File: src/rtl/main_run_controller_pkg.sv
// main_run_ctrl_pkg
//   Shared types and constants for the HLS kernel run controller:
//   FSM state encoding, result status codes and default widths.
package main_run_ctrl_pkg;

   localparam int DEF_NUM_CH  = 1;
   localparam int DEF_CNT_W   = 32;
   localparam int DEF_RUN_W   = 16;
   localparam int DEF_TIMEOUT = 200000000;

   localparam logic [1:0] ST_DONE    = 2'b01;
   localparam logic [1:0] ST_TIMEOUT = 2'b10;

   typedef enum logic [2:0] {
      S_IDLE,
      S_RST0,
      S_RST1,
      S_START,
      S_WAIT,
      S_REPORT,
      S_NEXT
   } run_state_t;

endpackage

File: src/rtl/main_run_controller_if.sv
// main_run_controller_if
//   Result record stream from the run controller to the host side.
//   master : controller (drives res_valid and record fields, samples res_ready)
//   slave  : consumer   (samples record, drives res_ready)
//   Ports  : res_valid, res_ready, res_ch, res_run, res_status, res_cycles
interface main_run_controller_if
   import main_run_ctrl_pkg::*;
#(
   parameter int NUM_CH = DEF_NUM_CH,
   parameter int CNT_W  = DEF_CNT_W,
   parameter int RUN_W  = DEF_RUN_W
);
   localparam int CH_W = $clog2(NUM_CH) + 1;

   logic             res_valid;
   logic             res_ready;
   logic [CH_W-1:0]  res_ch;
   logic [RUN_W-1:0] res_run;
   logic [1:0]       res_status;
   logic [CNT_W-1:0] res_cycles;

   modport master (
      output res_valid, res_ch, res_run, res_status, res_cycles,
      input  res_ready
   );

   modport slave (
      input  res_valid, res_ch, res_run, res_status, res_cycles,
      output res_ready
   );

endinterface

File: src/rtl/main_run_controller_counter.sv
// run_cycle_counter
//   Per-channel kernel cycle counter.
//   clock, reset : system clock, async active-low reset
//   load         : START cycle; counter <= 1, flag <= done (done in START means 1 cycle)
//   en           : WAIT cycles; count until done is seen, then freeze
//   done         : kernel done_port bit for this channel
//   cnt, flag    : cycle count and sticky done flag
module run_cycle_counter
   import main_run_ctrl_pkg::*;
#(
   parameter int CNT_W = DEF_CNT_W
) (
   input  logic             clock,
   input  logic             reset,
   input  logic             load,
   input  logic             en,
   input  logic             done,
   output logic [CNT_W-1:0] cnt,
   output logic             flag
);

   always_ff @(posedge clock or negedge reset) begin
      if (!reset) begin
         cnt  <= '0;
         flag <= 1'b0;
      end else if (load) begin
         cnt  <= CNT_W'(1);
         flag <= done;
      end else if (en && !flag) begin
         // the cycle in which done is sampled is itself counted
         if (cnt != '1) cnt <= cnt + 1'b1;
         if (done) flag <= 1'b1;
      end
   end

endmodule

File: src/rtl/main_run_controller.sv
// main_run_controller
//   Runs NUM_CH HLS kernels in lock-step for cfg_runs back-to-back runs:
//   kernel reset, start pulse, per-channel cycle count, timeout, result records.
//   clock, reset           : system clock, async active-low reset
//   cfg_start, cfg_runs    : batch start pulse and run count
//   busy, batch_done       : batch in progress, end-of-batch pulse
//   kern_reset, start_port : active-low kernel reset, kernel start pulse
//   done_port              : per-channel kernel done
//   res                    : result record stream (master)
//   Optional (RUN_STATS_EN): stat_min / stat_max per-channel min/max of done cycles.
//
//   state    | meaning
//   S_IDLE   | waiting for cfg_start, kernels held in reset
//   S_RST0   | kernel reset, first cycle
//   S_RST1   | kernel reset, second cycle
//   S_START  | start_port pulse, counters load 1
//   S_WAIT   | counting until all done or timeout
//   S_REPORT | one record per channel via valid/ready
//   S_NEXT   | advance run index, loop or finish
module main_run_controller
   import main_run_ctrl_pkg::*;
#(
   parameter int NUM_CH  = DEF_NUM_CH,
   parameter int CNT_W   = DEF_CNT_W,
   parameter int RUN_W   = DEF_RUN_W,
   parameter int TIMEOUT = DEF_TIMEOUT
) (
   input  logic               clock,
   input  logic               reset,
   input  logic               cfg_start,
   input  logic [RUN_W-1:0]   cfg_runs,
   output logic               busy,
   output logic               batch_done,
   output logic               kern_reset,
   output logic               start_port,
   input  logic [NUM_CH-1:0]  done_port,
   main_run_controller_if.master res
`ifdef RUN_STATS_EN
   ,
   output logic [NUM_CH*CNT_W-1:0] stat_min,
   output logic [NUM_CH*CNT_W-1:0] stat_max
`endif
);

   localparam int               CH_W      = $clog2(NUM_CH) + 1;
   localparam logic [CNT_W-1:0] TIMEOUT_C = CNT_W'(TIMEOUT);
   localparam logic [CNT_W-1:0] TO_LAST   = CNT_W'(TIMEOUT - 1);

   run_state_t       state, state_nxt;
   logic [RUN_W-1:0] runs_q, run_idx;
   logic [CH_W-1:0]  ch_idx;
   logic [CNT_W-1:0] wait_cnt;
   logic             batch_done_q;
   logic [CNT_W-1:0] ch_cnt [NUM_CH];
   logic [NUM_CH-1:0] ch_flag;
   logic [CNT_W-1:0] sel_cnt;
   logic             sel_flag;
   logic             xfer, last_ch, last_run, cnt_load, cnt_en, timeout_hit;

   assign xfer        = res.res_valid && res.res_ready;
   assign last_ch     = (ch_idx == CH_W'(NUM_CH - 1));
   assign last_run    = ((run_idx + 1'b1) == runs_q);
   assign cnt_load    = (state == S_START);
   assign cnt_en      = (state == S_WAIT);
   // wait_cnt trails the channel counters by one, so the final WAIT cycle is cycle TIMEOUT
   assign timeout_hit = (wait_cnt >= TO_LAST);

   for (genvar g = 0; g < NUM_CH; g++) begin : g_ch
      run_cycle_counter #(.CNT_W(CNT_W)) u_cnt (
         .clock (clock),
         .reset (reset),
         .load  (cnt_load),
         .en    (cnt_en),
         .done  (done_port[g]),
         .cnt   (ch_cnt[g]),
         .flag  (ch_flag[g])
      );
   end

   always_ff @(posedge clock or negedge reset) begin
      if (!reset) state <= S_IDLE;
      else        state <= state_nxt;
   end

   always_comb begin
      state_nxt = state;
      case (state)
         S_IDLE:   if (cfg_start && (cfg_runs != '0)) state_nxt = S_RST0;
         S_RST0:   state_nxt = S_RST1;
         S_RST1:   state_nxt = S_START;
         S_START:  state_nxt = S_WAIT;
         S_WAIT:   if ((&ch_flag) || timeout_hit) state_nxt = S_REPORT;
         S_REPORT: if (xfer && last_ch) state_nxt = S_NEXT;
         S_NEXT:   state_nxt = last_run ? S_IDLE : S_RST0;
         default:  state_nxt = S_IDLE;
      endcase
   end

   always_comb begin
      busy          = (state != S_IDLE);
      kern_reset    = (state inside {S_START, S_WAIT, S_REPORT, S_NEXT});
      start_port    = (state == S_START);
      res.res_valid = (state == S_REPORT);
      batch_done    = batch_done_q;
   end

   always_ff @(posedge clock or negedge reset) begin
      if (!reset) begin
         runs_q       <= '0;
         run_idx      <= '0;
         ch_idx       <= '0;
         wait_cnt     <= '0;
         batch_done_q <= 1'b0;
      end else begin
         batch_done_q <= 1'b0;
         case (state)
            S_IDLE: if (cfg_start) begin
               runs_q  <= cfg_runs;
               run_idx <= '0;
               if (cfg_runs == '0) batch_done_q <= 1'b1;
            end
            S_START:  wait_cnt <= CNT_W'(1);
            S_WAIT:   if (wait_cnt != '1) wait_cnt <= wait_cnt + 1'b1;
            S_REPORT: if (xfer) ch_idx <= last_ch ? '0 : ch_idx + 1'b1;
            S_NEXT: begin
               run_idx <= run_idx + 1'b1;
               if (last_run) batch_done_q <= 1'b1;
            end
            default: ;
         endcase
      end
   end

   always_comb begin
      sel_cnt  = '0;
      sel_flag = 1'b0;
      for (int i = 0; i < NUM_CH; i++) begin
         if (ch_idx == CH_W'(i)) begin
            sel_cnt  = ch_cnt[i];
            sel_flag = ch_flag[i];
         end
      end
   end

   assign res.res_ch     = ch_idx;
   assign res.res_run    = run_idx;
   assign res.res_status = sel_flag ? ST_DONE : ST_TIMEOUT;
   assign res.res_cycles = sel_flag ? sel_cnt : TIMEOUT_C;

`ifdef RUN_STATS_EN
   for (genvar g = 0; g < NUM_CH; g++) begin : g_stat
      logic [CNT_W-1:0] mn, mx;
      logic             hit;
      assign hit = xfer && sel_flag && (ch_idx == CH_W'(g));
      always_ff @(posedge clock or negedge reset) begin
         if (!reset) begin
            mn <= '1;
            mx <= '0;
         end else if ((state == S_IDLE) && cfg_start) begin
            mn <= '1;
            mx <= '0;
         end else if (hit) begin
            if (res.res_cycles < mn) mn <= res.res_cycles;
            if (res.res_cycles > mx) mx <= res.res_cycles;
         end
      end
      assign stat_min[g*CNT_W +: CNT_W] = mn;
      assign stat_max[g*CNT_W +: CNT_W] = mx;
   end
`endif

endmodule

File: src/flat_wrapper.sv
// flat-port wrapper written by rule: the top's interface ports become plain ports
module main_run_controller_flat import main_run_ctrl_pkg::*;
#(
   parameter int NUM_CH  = DEF_NUM_CH,
   parameter int CNT_W   = DEF_CNT_W,
   parameter int RUN_W   = DEF_RUN_W,
   parameter int TIMEOUT = DEF_TIMEOUT
)
  (clock, reset, cfg_start, cfg_runs, busy, batch_done, kern_reset, start_port, done_port, res_res_valid, res_res_ch, res_res_run, res_res_status, res_res_cycles, res_res_ready);
  main_run_controller_if #(.NUM_CH(NUM_CH), .CNT_W(CNT_W), .RUN_W(RUN_W)) res_i ();
  input  logic clock;
  input  logic reset;
  input  logic cfg_start;
  input  logic [RUN_W-1:0] cfg_runs;
  output logic busy;
  output logic batch_done;
  output logic kern_reset;
  output logic start_port;
  input  logic [NUM_CH-1:0] done_port;
  output wire logic [$bits(res_i.res_valid)-1:0] res_res_valid;
  output wire logic [$bits(res_i.res_ch)-1:0] res_res_ch;
  output wire logic [$bits(res_i.res_run)-1:0] res_res_run;
  output wire logic [$bits(res_i.res_status)-1:0] res_res_status;
  output wire logic [$bits(res_i.res_cycles)-1:0] res_res_cycles;
  input wire logic [$bits(res_i.res_ready)-1:0] res_res_ready;
  assign res_res_valid = res_i.res_valid;
  assign res_res_ch = res_i.res_ch;
  assign res_res_run = res_i.res_run;
  assign res_res_status = res_i.res_status;
  assign res_res_cycles = res_i.res_cycles;
  assign res_i.res_ready = res_res_ready;
  main_run_controller #(.NUM_CH(NUM_CH), .CNT_W(CNT_W), .RUN_W(RUN_W), .TIMEOUT(TIMEOUT)) u_core (.clock(clock), .reset(reset), .cfg_start(cfg_start), .cfg_runs(cfg_runs), .busy(busy), .batch_done(batch_done), .kern_reset(kern_reset), .start_port(start_port), .done_port(done_port), .res(res_i));
endmodule
File: config.mk
export PLATFORM = sky130hd
export DESIGN_NAME = main_run_controller_flat
export DESIGN_NICKNAME = d
export VERILOG_FILES = /design/src/rtl/main_run_controller_pkg.sv /design/src/rtl/main_run_controller_if.sv /design/src/rtl/main_run_controller_counter.sv /design/src/rtl/main_run_controller.sv /design/src/flat_wrapper.sv
export SDC_FILE = /design/constraint.sdc
export NUM_CORES = 1
export LEC_CHECK = 0
export ABC_AREA = 1
export CORE_UTILIZATION = 45
export CTS_CLUSTER_DIAMETER = 40
export CTS_CLUSTER_SIZE = 24
export DETAILED_ROUTE_END_ITERATION = 10
export PLACE_DENSITY_LB_ADDON = 0.08
export SETUP_SLACK_MARGIN = 0.15
export SLEW_MARGIN = 20
export SYNTH_ARGS = -nofsm -noshare
export SYNTH_HDL_FRONTEND = slang
export SYNTH_SLANG_ARGS = --single-unit
File: constraint.sdc
create_clock -name clock -period 2.58 [get_ports clock]
set_input_delay 0.774 -clock clock [delete_from_list [all_inputs] [get_ports clock]]
set_output_delay 0.774 -clock clock [all_outputs]
set_load 0.1 [all_outputs]
==> results of run 1 <==
-- layer usage --
metal  up-vias  global-route usage (%)  part of all wire, %  wire (um)
met3        17                   4.899                  5.6       1025
met1      3011                   36.58                   49       9008
met5         -                       0                    0          0
li1       3344                       -                    -          -
met4         0                   5.804                  1.3        229
met2       192                   39.69                   44       7963
-- cell usage in the layout (no fill, tap or decap), drive strengths merged --
cell type / instances
clkbuf: 12
nor4: 4
o21bai: 1
clkinv: 3
nor3: 36
or2: 1
xnor2: 9
clkdlybuf4s50: 19
nand3b: 15
a22o: 2
inv: 137
nor2: 107
conb: 1
o31ai: 9
o21ai: 77
xor2: 22
o22ai: 14
a21oi: 8
nand4: 41
nand2: 306
buf: 75
dfrtp: 101
nand3: 65
ha: 3
-- cell type report --
type	instances	area, sq um	share of cell area (%)
inverters	136	513.0	6.164
flip-flops and latches	101	2529	30.39
clock inverters	4	23.77	0.2857
well taps	184	230.2	2.767
multi-input cells	721	3538	42.52
repair buffers	94	1241	14.92
clock buffers	12	246.5	2.962
-- power breakdown --
group / switching, mW / internal [mW]
registers: 0.230 / 1.80
clock network: 0.614 / 0.681
logic: 2.72 / 1.20
total: 3.56 / 3.68
-- metrics by stage --
stage | area, sq um | power (mW) | instances | setup slack, ps | utilization [%]
6_report | 8322 | 7.239 | 1252 | 256.7 | 57.26
5_1_grt | 8322 | 7.644 | 1252 | 115.4 | 57.26
4_1_cts | 8294 | 7.230 | 1250 | 174.5 | 57.07
3_5_place_dp | 8006 | 5.898 | 1232 | 388.1 | 55.09
3_3_place_gp | 8006 | 5.873 | 1232 | 412.3 | 55.09
2_1_floorplan | 6719 | 4.709 | 984 | 108.2 | -
-- how the worst min path moves through the flow --
stage	startpoint	endpoint	slack [ps]	cells after the start
after floorplan	u_core.runs_q[15]	u_core.runs_q[15]	470	2
after global placement	u_core.runs_q[7]	u_core.runs_q[7]	490	2
after detailed placement	u_core.runs_q[0]	u_core.runs_q[0]	510	2
after CTS	reset	u_core.runs_q[3]	400	1
after global routing	reset	u_core.runs_q[3]	420	1
final	reset	u_core.runs_q[3]	390	1
-- registers in the layout, summed over array words and instances (netlist names) --
register and cells:
u_core.wait_cnt 32, u_core.batch_done 1, u_core.g_ch.u_cnt.flag 1, u_core.state 3, u_core.g_ch.u_cnt.cnt 32, u_core.runs_q 16, u_core.res.res_run 16
-- cells by family after synthesis --
| kind of cell | Yosys count |
|---|---|
| AND/OR/NAND/NOR | 575 |
| buffers and inverters | 162 |
| AO/OA/AOI/OAI | 111 |
| flip-flops | 101 |
| XOR/XNOR | 31 |
| adder cells (fa/ha/maj) | 3 |
| other | 1 |
-- repair_timing --
item	4_1_cts	5_1_grt
pin swaps	1	3
gates resized for setup	1	4
endpoints found under the setup margin	1	5
buffers inserted	2	2
gates cloned	0	0
==> results.yml, run 1 <==
status:
  status: "finished clean"
grt:
  track_usage_pct: 25.50
  grt_max_degree: 42
  grt_pass1_vias: 5970
  grt_antenna_before_repair: 0
  grt_pass1_wl_um: 29950
  grt_overflow: 0
yosys:
  mappedNetlistArea_sq_um: 6693
  ys_seq_area_share_pct: 37.76
  synth_seq_cells: 101
  synth_most_common_cell: "nand2_1"
  synth_top_family_by_area: "simple AND/OR/NAND/NOR gates"
  netlist_instances: 984
  yosysTopAreaCell: "dfrtp_1"
  synth-edff-count: 0
  synth_fp_nets: 1008
  synth_xor_area_share_pct: 4.057
  synth_area_leaders: "dfrtp_1 (38%), nand2_1 (17%), inv_1 (7.3%), nor2_1 (5.4%), nand3_1 (4.8%)"
  synth_mux_area_share_pct: 0
  ys.flop_type: "dfrtp_1"
  yosysWarningCount: 0
  synthSimpleGateAreaFrac_pct: 37.91
  async_reset_ff_share_pct: 100.0
  synth-adder-area-share_pct: 0.5609
  synth_compound_area_share_pct: 9.703
  netlist.area_leader.share_pct: 37.76
  synthTopCellsByCount: "nand2_1 (301), inv_1 (130), dfrtp_1 (101)"
  yosysUniqueCellTypes: 37
  avgSynthCellArea_sq_um: 6.801
worst_setup_path:
  slowest_delay_ps: 420
  start_kind: "register"
  worstSetupPathType: "register to output pin"
  r2r-start: "u_core.state[0]"
  cp.depth: 8
  arrival_ps: 1550
  r2r_cells: 13
  crit_chain: "nor2_2, inv_2, nor2_4, inv_2, nand2_4, inv_2, nand3_4, buf_12"
  required_ps: 1810
  cp_max_fo: 4
  cp-end-kind: "output pin"
  critPathTopFamily: "simple AND/OR/NAND/NOR gates"
  crit_start: "u_core.state[0]"
  cp_common_cell: "inv_2"
  r2r_slack_ps: 370
  endpoint: "kern_reset"
  r2r-end: "u_core.g_ch[0].u_cnt.cnt[9]"
  crit_path_top_delay_cell: "dfrtp_1"
  cp_num_buf_inv: 4
timing:
  fin_worst_skew_ps: 9.860
  finalCritPeriodShare_pct: 90.05
  worstMarginPinSlew_ps: 573.9
  slew_headroom_pct: 61.39
  period_needed_ps: 2323
  holdWs_ps: 385.2
  finalSetupViolations: 0
  rsz0062_at_grt: "true"
  setup_tns_ps: 0
  clock.fmax_mhz: 430.4
  maxSlewViolCount: 0
  hold_violations: 0
hold_path:
  hold_path_class: "primary input to asynchronous set/reset pin"
clock_network:
  cts_tree: "built"
  cts_made_buffers: 9
  cts_max_level: 3
  root_buffer: "clkbuf_16"
  cts_sinks: 101
  cts_buffer_depth: 2
  path_clk_slew_ps: 70
  clk_latency_ps: 360
  hold_buffers: 0
die:
  die_area_sq_um: 15360
  die_w_um: 124.0
  die_h_um: 124.0
  pin_count: 77
  coreArea_sq_um: 14530
  initial_utilization_pct: 46.05
  fp-row-count: 44
cells_and_area:
  layout.nets: 1087
  fillers: 1392
  syn_to_final_growth_pct: 24.34
  drive_above_1_share_pct: 12.36
  n_antenna_cell: 0
route:
  drc_errors: 0
  drt_pass1_iterations: 5
  wirelength_um: 18230
  avgViaCountPerCell: 5.243
  drt-initial-drc-count: 540
  ant_nets: 0
  post_drt_wl_per_cell_um: 14.56
  num_vias: 6564
power:
  p_per_area_nw_per_um2: 869.9
  vdd_drop_max_mv: 0.8978
  leakagePower_nw: 3.703
placed_design:
  portBuffers: 75
  place_hpwl_um: 13730
  routabilityCongestion: 1.003
run:
  cap_violations: 0
No activity file was read; power rests on OpenSTA's default activity.
==> run 2: changes to the inputs <==
--- a/config.mk
+++ b/config.mk
@@ -6,6 +6,7 @@
 export NUM_CORES = 1
 export LEC_CHECK = 0
 export ABC_AREA = 1
+export CORE_MARGIN = 1.5
 export CORE_UTILIZATION = 45
 export CTS_CLUSTER_DIAMETER = 40
 export CTS_CLUSTER_SIZE = 24
==> results.yml, run 2 (synthesis results as in run 1) <==
clock_network:
  cts_tree: "built"
  path_clk_slew_ps: 70
  root_buffer: "clkbuf_16"
  clk_latency_ps: 360
  cts_made_buffers: 9
  cts_buffer_depth: 2
  hold_buffers: 0
  cts_sinks: 101
  cts_max_level: 3
cells_and_area:
  utilization_pct: 57.41
  n_antenna_cell: 0
  syn_to_final_growth_pct: 24.68
  fin_area_sq_um: 8344
  reg.largest.list: "u_core.g_ch.u_cnt.cnt: 32 flops, u_core.wait_cnt: 32 flops"
  layout.nets: 1083
  layout_commonest_cell: "nand2_1"
  final_cell_mix: "nand2_1 (300), inv_1 (129), dfrtp_1 (98)"
  drive_above_1_share_pct: 12.22
  final_cell_count_no_fill: 1248
timing:
  rsz0062_at_grt: "true"
  finalCritPeriodShare_pct: 92.90
  maxSlewViolCount: 0
  hold_violations: 0
  finalSetupViolations: 0
  setup_tns_ps: 0
  worstMarginPinSlew_ps: 625.0
  worst_slack_ps: 183.2
  holdWs_ps: 389.5
  slew_headroom_pct: 57.95
  clock.fmax_mhz: 417.2
  period_needed_ps: 2397
  fin_worst_skew_ps: 6.352
grt:
  grt_antenna_before_repair: 0
  track_usage_pct: 23.89
  grt_pass1_vias: 5905
  grt_overflow: 0
  grt_max_degree: 41
  grt_pass1_wl_um: 30220
placed_design:
  portBuffers: 75
  placedCellCount: 1231
  placed_area_sq_um: 7999
  place_hpwl_um: 13680
  routabilityCongestion: 0.9583
  pre_cts_slack_ps: 369.9
die:
  pin_count: 77
  fp-row-count: 44
  die_w_um: 125.0
  die_area_sq_um: 15610
  coreArea_sq_um: 14530
  initial_utilization_pct: 46.05
  die_h_um: 125.0
run:
  cap_violations: 0
route:
  drt-initial-drc-count: 573
  drt_pass1_iterations: 8
  avgViaCountPerCell: 5.230
  ant_nets: 0
  num_vias: 6527
  wirelength_um: 17950
  post_drt_wl_per_cell_um: 14.39
  drc_errors: 0
status:
  status: "finished clean"
worst_setup_path:
  cp_max_fo: 4
  crit_chain: "nor2_4, inv_2, nor2_4, inv_2, nand2_2, inv_1, nand3_4, buf_12"
  r2r_cells: 11
  required_ps: 1810
  worstSetupPathType: "register to output pin"
  arrival_ps: 1620
  r2r-start: "u_core.state[1]"
  cp-end-kind: "output pin"
  r2r_slack_ps: 380
  slowest_delay_ps: 440
  r2r-end: "u_core.wait_cnt[7]"
  crit_path_top_delay_cell: "dfrtp_2"
  start_kind: "register"
power:
  vdd_drop_max_mv: 0.8730
  power.total_mw: 7.396
  p_per_area_nw_per_um2: 886.3
  leakagePower_nw: 3.704
hold_path:
  hold_path_class: "primary input to asynchronous set/reset pin"
run 2: worst max path at each step:
stage | start | to | slack [ps] | cells past startpoint
after floorplan | u_core.state[0] | kern_reset | 110 | 4
after global placement | cfg_runs[7] | u_core.state[0] | 420 | 11
after detailed placement | u_core.state[1] | u_core.wait_cnt[7] | 370 | 11
after CTS | u_core.state[0] | kern_reset | 160 | 8
after global routing | u_core.wait_cnt[0] | u_core.wait_cnt[9] | 90 | 10
final | u_core.state[0] | kern_reset | 180 | 8
run 2: report_power, final:
group | switching (mW) | internal (mW)
clock network | 0.634 | 0.881
logic | 2.69 | 1.15
registers | 0.236 | 1.80
total | 3.56 | 3.84
run 2: cell type report:
type	count	area, sq um
Fill cell	1396	6190
Clock inverter	5	82.58
Sequential cell	101	2531
Clock buffer	11	242.7
Inverter	136	513.0
Tap cell	184	230.2
Multi-Input combinational cell	721	3533
Timing Repair Buffer	90	1211
run 2: what timing repair did:
item                                    4_1_cts  5_1_grt
resized for setup                             4        1
endpoints found under the setup margin        1        6
cloned                                        0        0
buffers inserted                              1        0
run 2: metal layers:
| metal | GRT usage, % | wire length [um] |
|---|---|---|
| met4 | 6.818 | 310 |
| met5 | 0 | 0 |
| met2 | 36.55 | 7816 |
| met3 | 3.851 | 1055 |
| met1 | 35.13 | 8772 |
run 2: worst max-delay path: cells and delay by family (launching register included):
kind	cells	cell delay [ps]
buffers and inverters	4	390
flip-flops	1	440
AND/OR/NAND/NOR	4	430
==> run 3: changes to the inputs <==
--- a/config.mk
+++ b/config.mk
@@ -8,7 +8,7 @@
 export ABC_AREA = 1
 export CORE_MARGIN = 1.5
 export CORE_UTILIZATION = 45
-export CTS_CLUSTER_DIAMETER = 40
+export CTS_BUF_LIST = sky130_fd_sc_hd__clkbuf_4
 export CTS_CLUSTER_SIZE = 24
 export DETAILED_ROUTE_END_ITERATION = 10
 export PLACE_DENSITY_LB_ADDON = 0.08
==> results.yml, run 3 (synthesis results as in run 1) <==
status:
  status: "finished clean"
timing:
  fin_worst_skew_ps: 18.71
  rsz0062_at_grt: "true"
  worstMarginPinSlew_ps: 610.4
  period_needed_ps: 2434
  clock.fmax_mhz: 410.9
  hold_violations: 0
  maxSlewViolCount: 0
  slew_headroom_pct: 58.93
  finalCritPeriodShare_pct: 94.33
  finalSetupViolations: 0
  setup_tns_ps: 0
clock_network:
  cts_sinks: 101
  cts_made_buffers: 9
  cts_buffer_depth: 2
  cts_max_level: 3
  root_buffer: "clkbuf_4"
  path_clk_slew_ps: 160
  clk_latency_ps: 490
  cts_tree: "built"
grt:
  grt_antenna_before_repair: 1
  track_usage_pct: 23.78
  grt_max_degree: 41
  grt_pass1_wl_um: 30140
  grt_overflow: 0
  grt_pass1_vias: 5918
power:
  power_frac_clock_pct: 13.9
  power.total_mw: 6.948
  comb_power_share_pct: 56.7
  p_int_mw: 3.448
  netSwitchingFraction_pct: 50.37
  switchingPower_mw: 3.500
  p_per_area_nw_per_um2: 841.1
  leakagePower_nw: 3.670
  vdd_drop_max_mv: 0.8808
  pwr-share-seq_pct: 29.4
cells_and_area:
  fin_area_sq_um: 8260
  multiInputGateArea_sq_um: 3543
  fillers: 1416
  layout_commonest_cell: "nand2_1"
  layout.nets: 1089
  drive_above_1_share_pct: 12.90
  utilization_pct: 56.84
  final_cell_mix: "nand2_1 (300), inv_1 (127), dfrtp_1 (98)"
  syn_to_final_growth_pct: 23.42
  reg.largest.list: "u_core.g_ch.u_cnt.cnt: 32 flops, u_core.wait_cnt: 32 flops"
  regArea_sq_um: 2531
  final_cell_count_no_fill: 1255
worst_setup_path:
  start_kind: "register"
  r2r-end: "u_core.g_ch[0].u_cnt.cnt[27]"
  crit_start: "u_core.state[1]"
  worstSetupPathType: "register to output pin"
  cp-end-kind: "output pin"
  required_ps: 1810
  cp_max_fo: 4
  r2r-start: "u_core.g_ch[0].u_cnt.cnt[1]"
  r2r_cells: 10
  r2r_slack_ps: 410
  arrival_ps: 1660
placed_design:
  placed_area_sq_um: 7999
  portBuffers: 75
  place_hpwl_um: 13680
  routabilityCongestion: 0.9583
  placedCellCount: 1231
route:
  wirelength_um: 17890
  drc_errors: 0
  ant_nets: 0
  post_drt_wl_per_cell_um: 14.25
  drt-initial-drc-count: 539
  avgViaCountPerCell: 5.177
  drt_pass1_iterations: 5
  num_vias: 6497
die:
  die_w_um: 125.0
  coreArea_sq_um: 14530
  die_h_um: 125.0
  fp-row-count: 44
  die_area_sq_um: 15610
  pin_count: 77
  initial_utilization_pct: 46.05
hold_path:
  hold_path_class: "primary input to asynchronous set/reset pin"
run:
  cap_violations: 0
## run 3: metal layers
layer  global-route usage, %  share of wire [%]  up-vias
met5                       0                  0        -
met4                   5.147                1.2        0
met3                   4.835                5.9       22
met2                   36.43                 44      177
met1                   34.97                 49     2961
li1                        -                  -     3337
## run 3: timing repair
action	4_1_cts	5_1_grt
pin swaps	5	0
setup endpoints to repair	3	30
hold buffers	0	0
resized for setup	10	5
setup buffers	7	0
## run 3: how the worst max path moves through the flow
| stage | endpoint | cells past startpoint | slack (ps) |
|---|---|---|---|
| after floorplan | kern_reset | 4 | 110 |
| after global placement | u_core.state[0] | 11 | 420 |
| after detailed placement | u_core.wait_cnt[7] | 11 | 370 |
| after CTS | kern_reset | 8 | 120 |
| after global routing | kern_reset | 8 | 30 |
| final | kern_reset | 5 | 150 |
## run 3: power by group through the flow
| stage | clock, mW | sequential, mW | combinational [mW] |
|---|---|---|---|
| global placement | 0 | 2.05 | 3.81 |
| detailed placement | 0 | 2.06 | 3.83 |
| floorplan | 0 | 2.16 | 2.55 |
| global route | 1.05 | 2.08 | 4.22 |
| CTS | 0.996 | 2.03 | 3.96 |
| finish | 0.965 | 2.04 | 3.94 |
## run 3: per-stage QoR
stage	worst slack [ps]	hold slack, ps
after global routing	28.55	248.7
after detailed placement	369.9	498.0
final	146.4	237.4
after global placement	417.4	492.3
after CTS	118.3	239.0
after floorplan	108.2	466.1
## run 3: worst max-delay path: stages, from the launching register on
cell	delay, ps
dfrtp_2	470
buf_4	150
nor3_4	190
inv_2	90
nand3_4	80
buf_12	170
## run 3: final cells by class
class,count,share of cell area [%]
clock inverters,6,1.045
flip-flops and latches,101,30.64
multi-input cells,721,42.90
inverters,136,6.210
clock buffers,10,0.9088
well taps,184,2.787
diodes,1,0.03029
repair buffers,96,15.48
